**src/rtl/imem_loader.sv**
```systemverilog
// -----------------------------------------------------------------------------
// imem_loader
//   Write-side loader for the byte-addressed, big-endian instruction memory.
//   Takes a host byte stream over a valid/ready handshake and writes one byte
//   per cycle at sequential addresses, starting from a word-aligned base. The
//   CPU is held off with CPU_HOLD while a load is in progress. Every 4-byte
//   group is also reassembled into the big-endian word that fetch will see.
//
//   Optional feature macro: IMEM_LOADER_CHECKSUM_EN
//     Adds EXP_CSUM (latched at START accept) and CSUM (mod-256 sum of the
//     bytes of the current load). A mismatch raises ERROR together with DONE.
//
// Ports
//   CLK, RESET        clock; asynchronous active-high reset
//   START, ABORT      begin a load (IDLE only) / cancel a load (LOAD only)
//   BASE_ADDR         first byte address, must be word-aligned
//   BYTE_COUNT        bytes to load, 1..2^ADDR_W
//   IN_DATA/VALID     stream byte and its valid; IN_READY is the loader's ready
//   MEM_ADDR/WDATA/WE memory write port, one byte per strobe
//   CPU_HOLD, BUSY    hold for the fetch path / loader active (LOAD, DONE)
//   DONE, ERROR       completion pulse / rejected START, ABORT or bad checksum
//   WORD_OUT/VALID    last assembled big-endian word and its update pulse
// -----------------------------------------------------------------------------
module imem_loader #(
  parameter int ADDR_W = 10
) (
  input  logic              CLK,
  input  logic              RESET,
  input  logic              START,
  input  logic              ABORT,
  input  logic [ADDR_W-1:0] BASE_ADDR,
  input  logic [ADDR_W:0]   BYTE_COUNT,
  input  logic [7:0]        IN_DATA,
  input  logic              IN_VALID,
`ifdef IMEM_LOADER_CHECKSUM_EN
  input  logic [7:0]        EXP_CSUM,
  output logic [7:0]        CSUM,
`endif
  output logic              IN_READY,
  output logic [ADDR_W-1:0] MEM_ADDR,
  output logic [7:0]        MEM_WDATA,
  output logic              MEM_WE,
  output logic              CPU_HOLD,
  output logic              BUSY,
  output logic              DONE,
  output logic              ERROR,
  output logic [31:0]       WORD_OUT,
  output logic              WORD_VALID
);

  typedef enum logic [1:0] {S_IDLE, S_LOAD, S_DONE} state_t;

  localparam logic [ADDR_W+1:0] MEM_BYTES = {2'b01, {ADDR_W{1'b0}}};

  state_t            state, state_next;
  logic [ADDR_W-1:0] ptr;
  logic [ADDR_W:0]   rem;
  logic [31:0]       asm_word, asm_next;
  logic [ADDR_W+1:0] end_addr;
  logic              start_bad, start_ok, start_rej;
  logic              accept, last_byte, word_end;

  // One extra bit beyond ADDR_W+1 so an oversize BYTE_COUNT cannot wrap the
  // sum back into range; for legal counts the result is identical.
  assign end_addr  = {2'b00, BASE_ADDR} + {1'b0, BYTE_COUNT};
  assign start_bad = (BYTE_COUNT == '0) || (BASE_ADDR[1:0] != 2'b00) ||
                     (end_addr > MEM_BYTES);
  assign start_ok  = (state == S_IDLE) && START && !start_bad;
  assign start_rej = (state == S_IDLE) && START &&  start_bad;

  // ABORT wins over a byte offered in the same cycle: that byte is dropped.
  assign accept    = (state == S_LOAD) && IN_VALID && !ABORT;
  assign last_byte = (rem == (ADDR_W+1)'(1));
  assign word_end  = (ptr[1:0] == 2'd3) || last_byte;

  // Lane 0 starts a fresh word, so unfilled low lanes of a short final word
  // read as zero.
  always_comb begin
    asm_next = (ptr[1:0] == 2'd0) ? 32'h0 : asm_word;
    unique case (ptr[1:0])
      2'd0: asm_next[31:24] = IN_DATA;
      2'd1: asm_next[23:16] = IN_DATA;
      2'd2: asm_next[15:8]  = IN_DATA;
      2'd3: asm_next[7:0]   = IN_DATA;
    endcase
  end

  always_ff @(posedge CLK or posedge RESET) begin
    if (RESET) state <= S_IDLE;
    else       state <= state_next;
  end

  // NOTE: every signal driven here gets a default before the case so no
  // path leaves it unassigned, which would otherwise infer a latch.
  always_comb begin
    state_next = state;
    IN_READY   = 1'b0;
    CPU_HOLD   = 1'b0;
    BUSY       = 1'b0;
    DONE       = 1'b0;
    unique case (state)
      S_IDLE: if (start_ok) state_next = S_LOAD;
      S_LOAD: begin
        IN_READY = 1'b1;
        CPU_HOLD = 1'b1;
        BUSY     = 1'b1;
        if (ABORT)                    state_next = S_IDLE;
        else if (accept && last_byte) state_next = S_DONE;
      end
      S_DONE: begin
        CPU_HOLD   = 1'b1;
        BUSY       = 1'b1;
        DONE       = 1'b1;
        state_next = S_IDLE;
      end
      default: state_next = S_IDLE;
    endcase
  end

`ifdef IMEM_LOADER_CHECKSUM_EN
  logic [7:0] exp_csum_q;
  logic [7:0] csum_next;
  assign csum_next = CSUM + IN_DATA;
`endif

  // NOTE: state registers use non-blocking assignments so every flop samples
  // pre-edge values, independent of statement order inside the block.
  always_ff @(posedge CLK or posedge RESET) begin
    if (RESET) begin
      ptr        <= '0;
      rem        <= '0;
      asm_word   <= '0;
      MEM_ADDR   <= '0;
      MEM_WDATA  <= '0;
      MEM_WE     <= 1'b0;
      ERROR      <= 1'b0;
      WORD_OUT   <= '0;
      WORD_VALID <= 1'b0;
`ifdef IMEM_LOADER_CHECKSUM_EN
      CSUM       <= '0;
      exp_csum_q <= '0;
`endif
    end else begin
      MEM_WE     <= 1'b0;
      WORD_VALID <= 1'b0;
      ERROR      <= start_rej || ((state == S_LOAD) && ABORT);

      if (start_ok) begin
        ptr      <= BASE_ADDR;
        rem      <= BYTE_COUNT;
        asm_word <= '0;
`ifdef IMEM_LOADER_CHECKSUM_EN
        CSUM       <= '0;
        exp_csum_q <= EXP_CSUM;
`endif
      end

      if (accept) begin
        MEM_WE    <= 1'b1;
        MEM_ADDR  <= ptr;
        MEM_WDATA <= IN_DATA;
        ptr       <= ptr + ADDR_W'(1);
        rem       <= rem - (ADDR_W+1)'(1);
        asm_word  <= asm_next;
        if (word_end) begin
          WORD_OUT   <= asm_next;
          WORD_VALID <= 1'b1;
        end
`ifdef IMEM_LOADER_CHECKSUM_EN
        // Summed at acceptance so the total is complete in the DONE cycle.
        CSUM <= csum_next;
        if (last_byte && (csum_next != exp_csum_q)) ERROR <= 1'b1;
`endif
      end
    end
  end

endmodule

```
**config.mk**
```make
export PLATFORM = sky130hd
export DESIGN_NAME = imem_loader
export DESIGN_NICKNAME = d
export VERILOG_FILES = /design/src/rtl/imem_loader.sv
export SDC_FILE = /design/constraint.sdc
export NUM_CORES = 1
export LEC_CHECK = 0
export CORE_UTILIZATION = 57
export DETAILED_ROUTE_END_ITERATION = 7
export DONT_BUFFER_PORTS = 1
export GPL_TIMING_DRIVEN = 0
export HOLD_SLACK_MARGIN = 0.12
export PLACE_DENSITY_LB_ADDON = 0.15
export SETUP_SLACK_MARGIN = 0.4
export SYNTH_ARGS = -nofsm -noshare
export SYNTH_HDL_FRONTEND = slang
export SYNTH_SLANG_ARGS = --single-unit
```
**constraint.sdc**
```tcl
create_clock -name CLK -period 3.6 [get_ports CLK]
set_clock_uncertainty 0.1 [all_clocks]
set_input_delay 0.72 -clock CLK [delete_from_list [all_inputs] [get_ports CLK]]
set_output_delay 0.72 -clock CLK [all_outputs]
set_load 0.01 [all_outputs]
```
==> parameters.txt <==
Parameter                              Value

Routing
  Via Count    4,173
  First-iteration detailed-routing DRC count    227
  Drt first pass iters    5
  Remaining antenna violation count    0
  Total wire length    12,740 um
  Drc violations    0
  Average vias per placed instance    6.247
  Routed len/inst    19.07 um

Power and ir drop
  Internal power contribution    2.410 mW
  Power per cell area    669.5 nW/um2
  Overall power    3.915 mW
  Static Leakage    2.610 nW
  Sequential cell fraction of total power    52.0%
  Clock Power Share    18.0%
  Switching power summed over all nets    1.505 mW
  Proportion of power drawn by combinational gates    30.1%
  Switching part of the total    38.45%
  Worst vdd ir    0.2947 mV

Place
  DP Cell Count    650
  Placement-stage cell area    5614 um2
  Placer's final routability congestion estimate    0.8536
  Half-perimeter wire length after placement    9265 um
  Port Buf Inserts    0

GRT
  Overall Global Routing Usage    27.20%
  Grt total ovfl    0
  Initial antenna violation count    0
  First-pass GRT wire length    20,600 um
  Via count of the first global-routing pass    4,071
  Maximum number of pins on one net before global-route repair    40

Setup path
  Critical path capture point    rem[9]
  Launching element type of the critical path    primary input
  R2R depth    8
  Worst path slowest cell    a2111oi_4
  RR Startpoint    state[0]
  Crit path DAT    3.24 ns
  Startpoint of the most critical setup path    BASE_ADDR[0]
  Series of cell instances along the critical path    ha_4 > inv_2 > fa_2 > nand2b_4 > a21oi_2 > or3_4 > a2111oi_4 > o2111ai_2 > a211oi_4 > buf_4 > nand2_2 > mux2_4
  Sort of element at the end of the critical path    flip-flop
  Data required, critical path    3.76 ns
  Worst setup path class    primary input to flip-flop
  Largest fanout on the critical path    6
  Slack of the worst reg-to-reg path    0.76 ns
  Critical R2R Capture    MEM_ADDR[2]
  Delay contributed by the slowest stage of the critical path    0.36 ns

STA
  Post-route minimum period    3.081 ns
  Top achievable clock speed    324.6 MHz
  Max Transition Viols Final    0
  Worst slew margin    48.13%
  Sum of negative setup slack    0 ns
  Setup repair after global routing missed its margin    yes
  Hold Fails Final Rpt    0
  Fraction of the cycle the final worst path needs    85.58%
  Worst hold slack    0.2304 ns
  Transition time at the pin with the least slew margin    0.7764 ns
  Number of failing setup endpoints in the final timing report    0

Yosys
  Async set-reset flop share out of synthesis    100.0%
  Synthesized area per cell    9.977 um2
  Post-synthesis register bit count    108
  Cells after synthesis    537
  Post-synthesis cell type count    61
  Total of warnings raised by yosys    0
  Synthesized cell area    5358 um2
  EDFF count, synth    0
  Leading register cell type out of synthesis    dfrtp_1
  Sequential element share of the synthesized area    50.44%
  Net count of the mapped netlist    591

Clock tree
  Source-to-sink clock delay at the later pin of the worst-skew pair    0.38 ns
  Clock transition at path regs    0.10 ns
  Clk Tree Root Cell    clkbuf_8
  Maximum number of buffers from clock root to sink    2
  Number of hold-repair buffers added at the cts stage    0
  TritonCTS clock tree    built
  Maximum level of the CTS H-tree    3
  Number of buffers created by CTS    9
  Number of clock sinks    108

Layout
  Area added between synthesis and finish    9.155%
  NumNets Final    607
  Fin area    5848 um2
  Most common cell after layout, fill and taps aside    dfrtp_1
  Post-layout instance count excluding filler cells    668
  Number of diodes added for antenna fixing    0
  Fraction of final layout cells sized beyond drive strength 1    9.336%
  Most used cells in the layout excluding fill and tap cells    108 x dfrtp_1, 96 x nand2_1, 46 x o21ai_0, 29 x clkbuf_1

Hold path
  Path type of the worst min-delay path    primary input to asynchronous set/reset pin

Outcome
  Run status    completed

Floorplanning
  Die height    98.95 um
  Chip width    98.95 um
  DIE AREA    9791 um2
  Standard cell core area    9153 um2
  Starting density of the core    58.54%
  Top-Level Pins    91
  Placement Rows    35

Job
  Max-cap check violation count    0
==> critical path, delay by kind of cell <==
kind                       cells  cell delay, ns
AOI/OAI and AO/OA              4            0.95
and+or+nand+nor                3            0.62
muxes                          1            0.35
adders and majority gates      2            0.34
buffers and inverters          2            0.24
==> power groups by stage <==
stage	registers (mW)	clock network, mW	logic, mW
2_1_floorplan	1.96	0	0.936
3_3_place_gp	2.04	0	1.12
3_5_place_dp	2.06	0	1.16
4_1_cts	2.04	0.713	1.17
5_1_grt	2.08	0.762	1.33
6_report	2.03	0.703	1.18
==> cell families (layout without fill, tap and decap cells) <==
logic type      Yosys count  after routing  share of synthesized area, %
mux                      16             16                         3.129
xor+xnor                 11             11                         1.798
simple gates            165            165                         13.61
flops                   108            108                         50.44
buf+inv                  54             74                         4.157
fa+ha+maj                20             20                         4.811
compound gates          163            163                         22.05
==> registers in the layout, summed over array words and instances, names as in the netlist <==
| name | cells |
|---|---|
| ptr | 10 |
| MEM_WDATA | 8 |
| ERROR | 1 |
| WORD_VALID | 1 |
| MEM_ADDR | 10 |
| WORD_OUT | 32 |
| rem | 11 |
| MEM_WE | 1 |
| asm_word | 32 |
| state | 2 |
==> layout make-up <==
type / instances / area, um2
plain buffers: 37 / 162.7
repair buffers: 5 / 62.56
multi-input cells: 375 / 2532
clock inverters: 5 / 43.79
clock buffers: 10 / 137.6
flip-flops and latches: 108 / 2703
inverters: 17 / 67.56
fillers: 773 / 3304
well taps: 111 / 138.9
==> through the flow <==
stage,util [%],worst slack (ns)
2_1_floorplan,-,0.3523
3_3_place_gp,60.90,0.04598
3_5_place_dp,61.34,0.03061
4_1_cts,63.32,0.4150
5_1_grt,63.90,0.4065
6_report,63.90,0.5191
==> per-layer routing <==
layer	share of wire, %	track usage (%)
met2	49	44.32
met3	5.1	6.596
met5	0	0
met1	43	34.54
met4	3.0	12.17
==> cells in the mapped netlist (all sizes together), types with 3 or more instances <==
| cell type | count | area share, % |
|---|---|---|
| a211oi | 5 | 0.93 |
| a21oi | 21 | 2.0 |
| a22o | 14 | 2.3 |
| a22oi | 24 | 3.4 |
| a32o | 19 | 3.5 |
| and3 | 4 | 0.47 |
| buf | 8 | 0.93 |
| clkbuf | 29 | 2.0 |
| dfrtp | 108 | 50 |
| ha | 19 | 4.4 |
| inv | 17 | 1.2 |
| mux2 | 3 | 0.63 |
| mux2i | 13 | 2.5 |
| nand2 | 97 | 6.8 |
| nand3 | 9 | 0.84 |
| nor2 | 24 | 1.7 |
| nor3 | 3 | 0.28 |
| nor3b | 4 | 0.56 |
| nor4 | 4 | 0.47 |
| o211ai | 3 | 0.51 |
| o21ai | 51 | 4.9 |
| o221a | 3 | 0.63 |
| o31a | 4 | 0.65 |
| or3 | 9 | 1.1 |
| xor2 | 9 | 1.5 |
==> worst min-delay path by stage <==
stage	from	end	slack, ns	depth (start not counted)
CTS	RESET	WORD_OUT[28]	0.25	1
floorplan	ptr[7]	MEM_ADDR[7]	0.36	2
finish	RESET	WORD_OUT[28]	0.23	1
global route	RESET	WORD_OUT[28]	0.28	1
detailed placement	asm_word[19]	asm_word[19]	0.38	1
global placement	asm_word[19]	asm_word[19]	0.37	1
==> what timing repair did <==
item	in CTS	in global routing
endpoints found under the setup margin	0	52
gates resized for setup	0	5
buffers inserted	0	3
Note: power is estimated with default switching activity, not from simulation.
